<file path="config.mk">
export PLATFORM = sky130hd
export DESIGN_NAME = counter_ctrl
export DESIGN_NICKNAME = d
export VERILOG_FILES = /design/src/rtl/counter_ctrl_pkg.sv /design/src/rtl/counter_ctrl_count_core.sv /design/src/rtl/counter_ctrl.sv
export SDC_FILE = /design/constraint.sdc
export NUM_CORES = 1
export LEC_CHECK = 0
export BUFFER_PORTS_ARGS = -buffer_cell sky130_fd_sc_hd__buf_2
export CORE_UTILIZATION = 49
export DETAILED_ROUTE_END_ITERATION = 10
export GPL_TIMING_DRIVEN = 0
export HOLD_SLACK_MARGIN = 0.1
export PLACE_DENSITY = 0.75
export SKIP_LAST_GASP = 1
export SYNTH_ARGS = -nofsm -noshare
export SYNTH_HDL_FRONTEND = slang
export SYNTH_SLANG_ARGS = --single-unit
</file>
<file path="constraint.sdc">
create_clock -name clk -period 2.4 [get_ports clk]
set_input_delay 0.12 -clock clk [delete_from_list [all_inputs] [get_ports clk]]
set_output_delay 0.12 -clock clk [all_outputs]
set_load 0.05 [all_outputs]
</file>
<file path="src/rtl/counter_ctrl_pkg.sv">
// Shared types and constants for the counter_ctrl sequencing controller.
package counter_ctrl_pkg;

    localparam int unsigned WIDTH_DEF = 8;

    typedef enum logic [1:0] {
        ST_IDLE = 2'd0,
        ST_RUN  = 2'd1,
        ST_HOLD = 2'd2,
        ST_DONE = 2'd3
    } ctrl_state_t;

    // A window is in progress while running or paused.
    function automatic logic is_busy(input ctrl_state_t s);
        return (s == ST_RUN) || (s == ST_HOLD);
    endfunction

endpackage

</file>
<file path="src/rtl/counter_ctrl_count_core.sv">
// Event count register with clr > load0 > inc priority and a terminal-count compare.
module count_core #(
    parameter int unsigned WIDTH = 8
) (
    input  logic             clk,
    input  logic             rst,
    input  logic             clr_i,
    input  logic             load0_i,
    input  logic             inc_i,
    input  logic [WIDTH-1:0] tc_i,
    output logic [WIDTH-1:0] count_o,
    output logic             term_c_o
);

    logic [WIDTH-1:0] count_q;
    logic [WIDTH-1:0] count_d;
    logic [WIDTH-1:0] count_inc;

    assign count_inc = count_q + WIDTH'(1);
    assign term_c_o  = (count_inc == tc_i);
    assign count_o   = count_q;

    always_comb begin
        count_d = count_q;
        if (clr_i) begin
            count_d = '0;
        end else if (load0_i) begin
            count_d = '0;
        end else if (inc_i) begin
            count_d = count_inc;
        end
    end

    always_ff @(posedge clk or posedge rst) begin
        if (rst) begin
            count_q <= '0;
        end else begin
            count_q <= count_d;
        end
    end

endmodule

</file>
<file path="src/rtl/counter_ctrl.sv">
// Sequencing controller for a gated event-counting window: arm, run, pause,
// terminate, with one-shot or periodic (wrap) completion.
module counter_ctrl
    import counter_ctrl_pkg::*;
#(
    parameter int unsigned WIDTH = WIDTH_DEF
) (
    input  logic             clk,
    input  logic             rst,
    input  logic             start,
    input  logic             stop,
    input  logic             clear,
    input  logic             mode_wrap,
    input  logic [WIDTH-1:0] tc_value,
    input  logic             in,
    output logic [WIDTH-1:0] count,
    output logic             busy,
    output logic             done,
    output logic             overflow,
    output logic             err
);

    ctrl_state_t      state_q, state_d;
    logic [WIDTH-1:0] tc_q, tc_d;
    logic             wrap_q, wrap_d;
    logic             done_q, done_d;
    logic             ovf_q, ovf_d;
    logic             err_q, err_d;
    logic             busy_q, busy_d;

    logic             core_clr_c;
    logic             core_load0_c;
    logic             core_inc_c;
    logic             term_c;

    count_core #(
        .WIDTH (WIDTH)
    ) u_core (
        .clk      (clk),
        .rst      (rst),
        .clr_i    (core_clr_c),
        .load0_i  (core_load0_c),
        .inc_i    (core_inc_c),
        .tc_i     (tc_q),
        .count_o  (count),
        .term_c_o (term_c)
    );

    // Next-state and flag logic; command priority clear > stop > start > counting.
    always_comb begin
        state_d      = state_q;
        tc_d         = tc_q;
        wrap_d       = wrap_q;
        ovf_d        = ovf_q;
        done_d       = 1'b0;
        err_d        = 1'b0;
        core_clr_c   = 1'b0;
        core_load0_c = 1'b0;
        core_inc_c   = 1'b0;

        if (clear) begin
            state_d    = ST_IDLE;
            ovf_d      = 1'b0;
            core_clr_c = 1'b1;
        end else if (stop) begin
            if (state_q == ST_RUN) begin
                state_d = ST_HOLD;
            end
        end else if (start && (state_q == ST_IDLE || state_q == ST_DONE)) begin
            if (tc_value == '0) begin
                err_d = 1'b1;
            end else begin
                tc_d         = tc_value;
                wrap_d       = mode_wrap;
                ovf_d        = 1'b0;
                core_load0_c = 1'b1;
                state_d      = ST_RUN;
            end
        end else if (start && state_q == ST_HOLD) begin
            state_d = ST_RUN;
        end else if (state_q == ST_RUN && in) begin
            if (term_c) begin
                done_d = 1'b1;
                if (wrap_q) begin
                    core_load0_c = 1'b1;
                    ovf_d        = 1'b1;
                end else begin
                    core_inc_c = 1'b1;
                    state_d    = ST_DONE;
                end
            end else begin
                core_inc_c = 1'b1;
            end
        end

        busy_d = is_busy(state_d);
    end

    always_ff @(posedge clk or posedge rst) begin
        if (rst) begin
            state_q <= ST_IDLE;
            tc_q    <= '0;
            wrap_q  <= 1'b0;
            done_q  <= 1'b0;
            ovf_q   <= 1'b0;
            err_q   <= 1'b0;
            busy_q  <= 1'b0;
        end else begin
            state_q <= state_d;
            tc_q    <= tc_d;
            wrap_q  <= wrap_d;
            done_q  <= done_d;
            ovf_q   <= ovf_d;
            err_q   <= err_d;
            busy_q  <= busy_d;
        end
    end

    assign busy     = busy_q;
    assign done     = done_q;
    assign overflow = ovf_q;
    assign err      = err_q;

endmodule
</file>
; After elaboration in Yosys (flattened, before gate mapping)
; Index checks and enable logic that the tools add are counted.
[word_totals]
ff_bits = 23
inputBits = 15
output_inout_bits = 12
wordCells = 80
[classes]
addsub = 1
eq_ne = 9
muxes = 46
bitwise = 3
reduce_logical = 13
[op_table]
columns = cell, n
row1 = $mux 1, 34
row2 = $mux 8, 3
row3 = $mux 2, 9
row4 = $reduce_bool 3->1, 4
row5 = $add 8x1->8 const B, 1
row6 = $eq 8x8->1, 1
row7 = $logic_not 8->1, 1
row8 = $eq 2x2->1 const B, 3
row9 = $ne 3x3->1 const B, 2
row10 = $reduce_and 6->1, 1
row11 = $eq 2x1->1 const B, 2
row12 = $reduce_and 4->1, 1
row13 = $logic_and 1x1->1, 3
row14 = $not 1->1, 3
row15 = $logic_not 2->1, 1
row16 = $logic_or 1x1->1, 2
row17 = $ne 2x1->1 const B, 1

; Depth between registers and ports, before layout
; Gate-level depths: netlist of run 1.
[depth]
depth_word = 11
ltp_mapped = 9
mapped_depth_nobuf = 9

; By module
; From an unflattened synthesis of run 1, not the netlist that was laid out.
[unflattened]
hier_cells = 149
hier_area_um2 = 1460.2
[by_module_without_submodules]
columns = mod, n_inst, cells_per_inst, area_per_inst_um2, seq_area_each_um2
row1 = counter_ctrl, 1, 74, 820.8, 375.4
row2 = count_core, 1, 75, 639.4, 200.2

; Least setup slack after synthesis of run 1
; No wires, ideal clock.
[synth_path]
kind = register to register
start = reg u_core.count_q[0], in the netlist u_core.count_o[0]
end = reg u_core.count_q[1], in the netlist u_core.count_o[1]
setup_ns = 0.128
arrival_time_ns = 2.585
required_time_ns = 2.272
setup_slack_ns = -0.313
path_stages_with_launch = 10
path_buffers = 1
synth_period_minus_slack_ns = 2.713
cell_sequence = dfrtp_1 -> ha_1 -> nand3_1 -> xnor2_1 -> or3b_4 -> nor4b_4 -> a21o_2 -> buf_6 -> mux2i_1 -> nor2_1
[synth_between]
elab_chain_len = 10
word_cells_on_any_way = 18
cone_classes = add/sub: 1 / eq/ne: 1 / mux: 15 / reduce/logical: 1
[synth_lines]
columns = item, line_no
row1 = from (decl), counter_ctrl_count_core.sv:15  ; logic [WIDTH-1:0] count_q;
row2 = from (signal assigned), counter_ctrl_count_core.sv:38  ; count_q <= count_d;
row3 = $add 8x1->8 *, counter_ctrl_count_core.sv:19  ; assign count_inc = count_q + WIDTH'(1);
row4 = $eq 8x8->1, counter_ctrl_count_core.sv:20  ; assign term_c_o = (count_inc == tc_i);
row5 = $mux 1, counter_ctrl.sv:82  ; if (term_c) begin
row6 = $mux 1, counter_ctrl.sv:81  ; end else if (state_q == ST_RUN && in) begin
row7 = $mux 1, counter_ctrl.sv:79  ; end else if (start && state_q == ST_HOLD) begin
row8 = $mux 1, counter_ctrl.sv:69  ; end else if (start && (state_q == ST_IDLE || state_q == ST_DONE)) begin
row9 = $mux 1, counter_ctrl.sv:65  ; end else if (stop) begin
row10 = $mux 1, counter_ctrl.sv:61  ; if (clear) begin
row11 = $mux 8, counter_ctrl_count_core.sv:27  ; end else if (load0_i) begin
row12 = $mux 8, counter_ctrl_count_core.sv:25  ; if (clr_i) begin
; Mark *: on every way between the ends. The rest lies on a longest branch, timed or not. The select of a mux whose other input is x is not followed.
; A chain may end at the register's enable or synchronous reset.

; Worst setup path in the final report of run 1
[layout_path]
start = reg u_core.count_q[1], in the netlist u_core.count_o[1]
end = reg u_core.count_q[1], in the netlist u_core.count_o[1]
; Same word-level chain as after synthesis.

==> results of run 1 <==
[cells in the final DEF (no fill, tap or decap), types with 2 or more instances in the layout]
| master | instances |
|---|---|
| clkbuf_1 | 3 |
| clkbuf_4 | 3 |
| or3_1 | 5 |
| a211oi_1 | 2 |
| a31oi_1 | 4 |
| nor2_1 | 10 |
| nand4_1 | 2 |
| dfrtp_1 | 16 |
| ha_1 | 4 |
| dlygate4sd3_1 | 10 |
| nand3_1 | 4 |
| dfrtp_2 | 7 |
| inv_1 | 7 |
| buf_2 | 24 |
| a311oi_1 | 2 |
| o21ai_0 | 6 |
| xor2_1 | 6 |
| nand2_1 | 6 |
| mux2_2 | 9 |
| a21oi_1 | 12 |
| buf_4 | 10 |
| xnor2_1 | 8 |
[logic make-up (layout without fill, tap and decap cells)]
group / after synthesis / count (layout) / share of synthesized area, %
DFF: 23 / 23 / 42.5
muxes: 10 / 10 / 8.22
adders and majority gates: 5 / 5 / 4.62
and+or+nand+nor: 39 / 39 / 16.3
xor gates and xnor gates: 15 / 15 / 9.70
AOI/OAI and AO/OA: 33 / 33 / 15.0
buffers and inverters: 11 / 58 / 3.69
[worst max-delay path: stages (launching register included)]
cell and delay [ns]:
dfrtp_2 0.48, and3_1 0.20, buf_4 0.15, nand3_1 0.06, or3b_4 0.39, nor4b_4 0.26, buf_4 0.18, a21o_2 0.15
buf_6 0.13, mux2i_1 0.18, nor2_1 0.06
[metrics by stage]
step,instance area (um^2),setup slack [ns],TNS [ns],cells,utilization [%]
floorplan,1380,-0.00232,-0.00232,136,-
global placement,1540,-0.0139,-0.0139,190,60.5
detailed placement,1540,-0.0583,-0.501,190,60.5
CTS,1690,0.0373,0,206,66.5
global route,1770,-0.00459,-0.00459,213,69.5
finish,1770,0.0635,0,213,69.5
[cell type report]
type                            instances  area [um^2]
Multi-Input combinational cell        102          779
Sequential cell                        23          584
Fill cell                             184          777
Clock buffer                            4         26.3
Inverter                                7         26.3
Buffer                                  4         26.3
Tap cell                               30         37.5
Timing Repair Buffer                   43          288
[synth_stat cells (3+ instances only)]
cell / number
a211oi_1: 3
a21oi_1: 13
a31oi_1: 4
dfrtp_1: 23
ha_1: 5
inv_1: 7
mux2_2: 9
nand2_1: 6
nand3_1: 5
nor2_1: 10
o21ai_0: 6
or3_1: 5
xnor2_1: 9
xor2_1: 6
[worst min path at each step]
stage / from / slack, ns / to
2_1_floorplan: rst / 0.12 / busy
3_3_place_gp: rst / 0.32 / tc_q[6]
3_5_place_dp: rst / 0.33 / tc_q[6]
4_1_cts: in / 0.13 / done
5_1_grt: in / 0.16 / done
6_report: in / 0.13 / done
[what timing repair did]
item	4_1_cts	5_1_grt
hold buffers	10	0
gates resized for setup	2	5
hold endpoints to repair	32	0
endpoints found under the setup margin	17	10
buffers inserted	2	7
pin swaps	1	2
[registers in the layout (all words and copies together) (netlist names)]
signal / cells
err: 1
busy: 1
u_core.count_o: 8
overflow: 1
tc_q: 8
wrap_q: 1
done: 1
state_q: 2
[report_power, final]
part | internal [mW] | switching, mW
combinational | 0.126 | 0.114
clock | 0.0651 | 0.121
sequential | 0.434 | 0.0387
total | 0.624 | 0.273
[routing by layer]
layer / GRT usage [%] / vias to the layer above / part of all wire [%]
li1: - / 576 / -
met1: 30.0 / 589 / 44
met2: 39.8 / 42 / 50
met3: 2.50 / 5 / 4.3
met4: 6.84 / 0 / 1.3
met5: 0 / - / 0
==> results_dict.tcl, run 1 <==
set metrics [dict create \
    end_kind "flop" \
    finalMaxSlewViolations 0 \
    critical_path_arrival_ns 2.55 \
    period_share_pct 97.4 \
    clk_latency_ns 0.32 \
    power.leakage_nw 0.797 \
    r2r_slack_ns 0.06 \
    ys_top_cells_by_area "dfrtp_1 (42%), mux2_2 (7.5%), xnor2_1 (5.8%), a21oi_1 (4.8%), ha_1 (4.6%)" \
    antenna_found_initial 0 \
    grt_pass1_wl_um 4900 \
    r2r_cells 10 \
    gp_congestion 0.839 \
    start_kind "flop" \
    track_usage_pct 23.1 \
    seq_area_frac_synth_pct 42.5 \
    io_buffers 24 \
    antennaDiodeCount 0 \
    critPathKind "flop to flop" \
    worstReg2RegStart "u_core.count_o[1]" \
    hold_slack_ns 0.132 \
    hpwl_um 2170 \
    synth_cells 136 \
    cts_tree "done" \
    syn-cell-area_um2 1360 \
    wl_per_cell_um 14.9 \
    ys_ff_latch 23 \
    finalPower_mw 0.898 \
    status "finished clean" \
    grt_overflow 0 \
    cp_max_fo 10 \
    rows 18 \
    root_buffer "clkbuf_4" \
    max_freq_ghz 0.428 \
    synth_edf_count 0 \
    netlist.area_leader.share_pct 42.5 \
    reg2reg_to "u_core.count_o[1]" \
    hold_viol 0 \
    synth_cell_type_count 35 \
    synth_top_area_cell "dfrtp_1" \
    initial_core_util_pct 53.2 \
    setup_viol 0 \
    pin_count 27 \
    drtPass1Iterations 4 \
    hold_class "input port to flop" \
    postSynth.asyncResetShare_pct 100 \
    fp.dieW_um 54.6 \
    crit_required_ns 2.61 \
    cp-startpoint "u_core.count_o[1]" \
    layout.nets 204 \
    htreeDepth 1 \
    cts.sinks 23 \
    tightest_slew_ns 0.829 \
    synth.avg_cell_area_um2 9.96 \
    finalCriticalPeriod_ns 2.34 \
    core_um2 2540 \
    syn_to_final_growth_pct 30.5 \
    drc_errors 0 \
    cts_buffers 3 \
    relSlewSlack_pct 44.6 \
    skew_ns 0.00559 \
    postRouteAntennaNets 0 \
    grt_max_degree 24 \
    power_density_nw_per_um2 508 \
    clk_path_buf_depth 2 \
    vdd_drop_max_uv 429 \
    drive_above_1_share_pct 35.5 \
    ys.flop_type "dfrtp_1" \
    hold_depth 3 \
    endpoint "u_core.count_o[1]" \
    grt_pass1_vias 1087 \
    dieArea_um2 2980 \
    vias 1212 \
    die_h_um 54.6 \
    syn-num-nets 156 \
    yosys_warnings 0 \
    maxCapViolCount 0 \
    routed_via_density 5.69 \
    wirelength_um 3170 \
    drt_iter0_drc 22 \
    clk_pin_slew_ns 0.13 \
]
Power figures use the tool's default switching activity.
==> inputs of run 2 (changes only) <==
- BUFFER_PORTS_ARGS: -buffer_cell sky130_fd_sc_hd__buf_2 -> -buffer_cell sky130_fd_sc_hd__clkbuf_2
- CORE_UTILIZATION: 49 -> 35
- PLACE_DENSITY: 0.75 -> unset
==> run 2 against run 1 <==
Against the previous run: critical path depth down 1; power up 4.1%; cell count increased by 2.8%; setup slack improved by 0.034 ns; worst hold slack worse by 0.022 ns; non-clock buffer count shrank 12; utilization down 24 points; critical endpoint is now busy; largest cell class unchanged.
==> results_dict.tcl, run 2 (synthesized netlist as in run 1, its figures left out) <==
set metrics [dict create \
    dp.cells 208 \
    top_layer "met4" \
    root_buffer "clkbuf_8" \
    fin_cells 219 \
    layout.nets 192 \
    drt-met1-wl_um 1380 \
    hold_viol 0 \
    hold_start "tc_value[7]" \
    grt_pass1_vias 1031 \
    vdd_drop_max_uv 287 \
    maxCapViolCount 0 \
    reg2reg_to "busy" \
    skew_ns 0.00219 \
    core_um2 3690 \
    cts_buffers 3 \
    vias 1111 \
    cts.sinks 23 \
    routed_via_density 5.07 \
    crit_buf_inv 1 \
    power_density_nw_per_um2 560 \
    cp_max_fo 6 \
    hold_class "input port to flop" \
    wl_met3_um 78 \
    wirelength_um 2910 \
    critical-path-top-delay-family "compound AO/OA/AOI/OAI gates" \
    track_usage_pct 14.8 \
    cp_slowest_cell "dfrtp_1" \
    tightest_slew_ns 0.886 \
    finalPower_mw 0.935 \
    utilization_pct 45.3 \
    crit_required_ns 2.55 \
    hold_depth 2 \
    crit_path_max_incr_delay_ns 0.42 \
    final_area_um2 1670 \
    period_share_pct 95.9 \
    start_kind "flop" \
    clk_latency_ns 0.26 \
    min_to "tc_q[7]" \
    io_buffers 24 \
    max_freq_ghz 0.434 \
    gp_congestion 0.802 \
    pin_count 27 \
    wl_per_cell_um 13.3 \
    syn_to_final_growth_pct 23.3 \
    critPathKind "flop to flop" \
    drtPass1Iterations 4 \
    dpl-instance-area_um2 1560 \
    status "finished clean" \
    cts_tree "done" \
    final_cell_mix "clkbuf_2 (24), dfrtp_1 (16), a21oi_1 (12), nor2_1 (10)" \
    fp.dieW_um 64.2 \
    clk_path_buf_depth 2 \
    hpwl_um 2240 \
    drt_iter0_drc 42 \
    final_common_cell "clkbuf_2" \
    worstReg2RegStart "state_q[0]" \
    initial_core_util_pct 36.7 \
    hold_slack_ns 0.110 \
    post-place-ws_ns -0.0435 \
    relSlewSlack_pct 40.9 \
    finalCriticalPeriod_ns 2.30 \
    clk_pin_slew_ns 0.08 \
    critical_path_arrival_ns 2.46 \
    setup_viol 0 \
    rsz0062_at_grt "yes" \
    drive_above_1_share_pct 33.9 \
    postRouteAntennaNets 0 \
    drc_errors 0 \
    r2r_slack_ns 0.1 \
    finalMaxSlewViolations 0 \
    dieArea_um2 4120 \
    rows 22 \
    die_h_um 64.2 \
    power.leakage_nw 0.732 \
    worstPathCellList "inv_1 > ha_1 > nor2b_2 > nand3_1 > a211oi_1 > nor2_1 > a31oi_1 > nand2_1 > o211a_1" \
    grt_overflow 0 \
    end_kind "flop" \
    antenna_found_initial 0 \
    tns_ns 0 \
    r2r_cells 9 \
    antennaDiodeCount 0 \
    met2_length_um 1420 \
    grt_pass1_wl_um 4730 \
    htreeDepth 1 \
    fin_ws_ns 0.0972 \
    grt_max_degree 24 \
]
## run 2: changes by cell type in the layout (fill, tap and decap cells not counted), moves of 3 or more
cell | before | now
buf_4 | 10 | 5
buf_2 | 24 | 1
clkbuf_4 | 3 | 0
clkbuf_8 | 0 | 3
clkbuf_2 | 0 | 24
dlygate4sd3_1 | 10 | 2
## run 2: final cells by class
type,instances,area (um^2)
inverters,7,26.3
repair buffers,31,178
multi-input cells,102,753
well taps,48,60.1
fillers,378,2020
flip-flops and latches,23,584
clock buffers,4,45.0
plain buffers,4,23.8
## run 2: worst max-delay path by stage
stage                      start           endpoint  slack, ns  cells past startpoint
2_1_floorplan  u_core.count_o[0]  u_core.count_o[1]     -0.002                      9
3_3_place_gp   u_core.count_o[0]  u_core.count_o[1]      -0.04                      9
3_5_place_dp   u_core.count_o[0]  u_core.count_o[1]      -0.04                      9
4_1_cts               state_q[0]               busy       0.02                      9
5_1_grt               state_q[0]               busy      -0.05                      9
6_report              state_q[0]               busy        0.1                      9
## run 2: repair_timing
item	in CTS	in global routing
endpoints found under the setup margin	11	10
pin swaps	1	1
hold endpoints to repair	24	0
buffers inserted	2	3
resized for setup	1	1
gates cloned	0	0
hold buffers	2	0
## run 2: power by group
group	total (mW)	internal, mW	switching [mW]
sequential	0.474	0.434	0.0403
clock	0.238	0.118	0.120
combinational	0.222	0.115	0.107
## run 2: metal layers
layer	global-route usage [%]	vias to the layer above
li1	-	561
met1	19.1	524
met2	25.0	24
met3	1.61	2
met4	5.83	0
met5	0	-
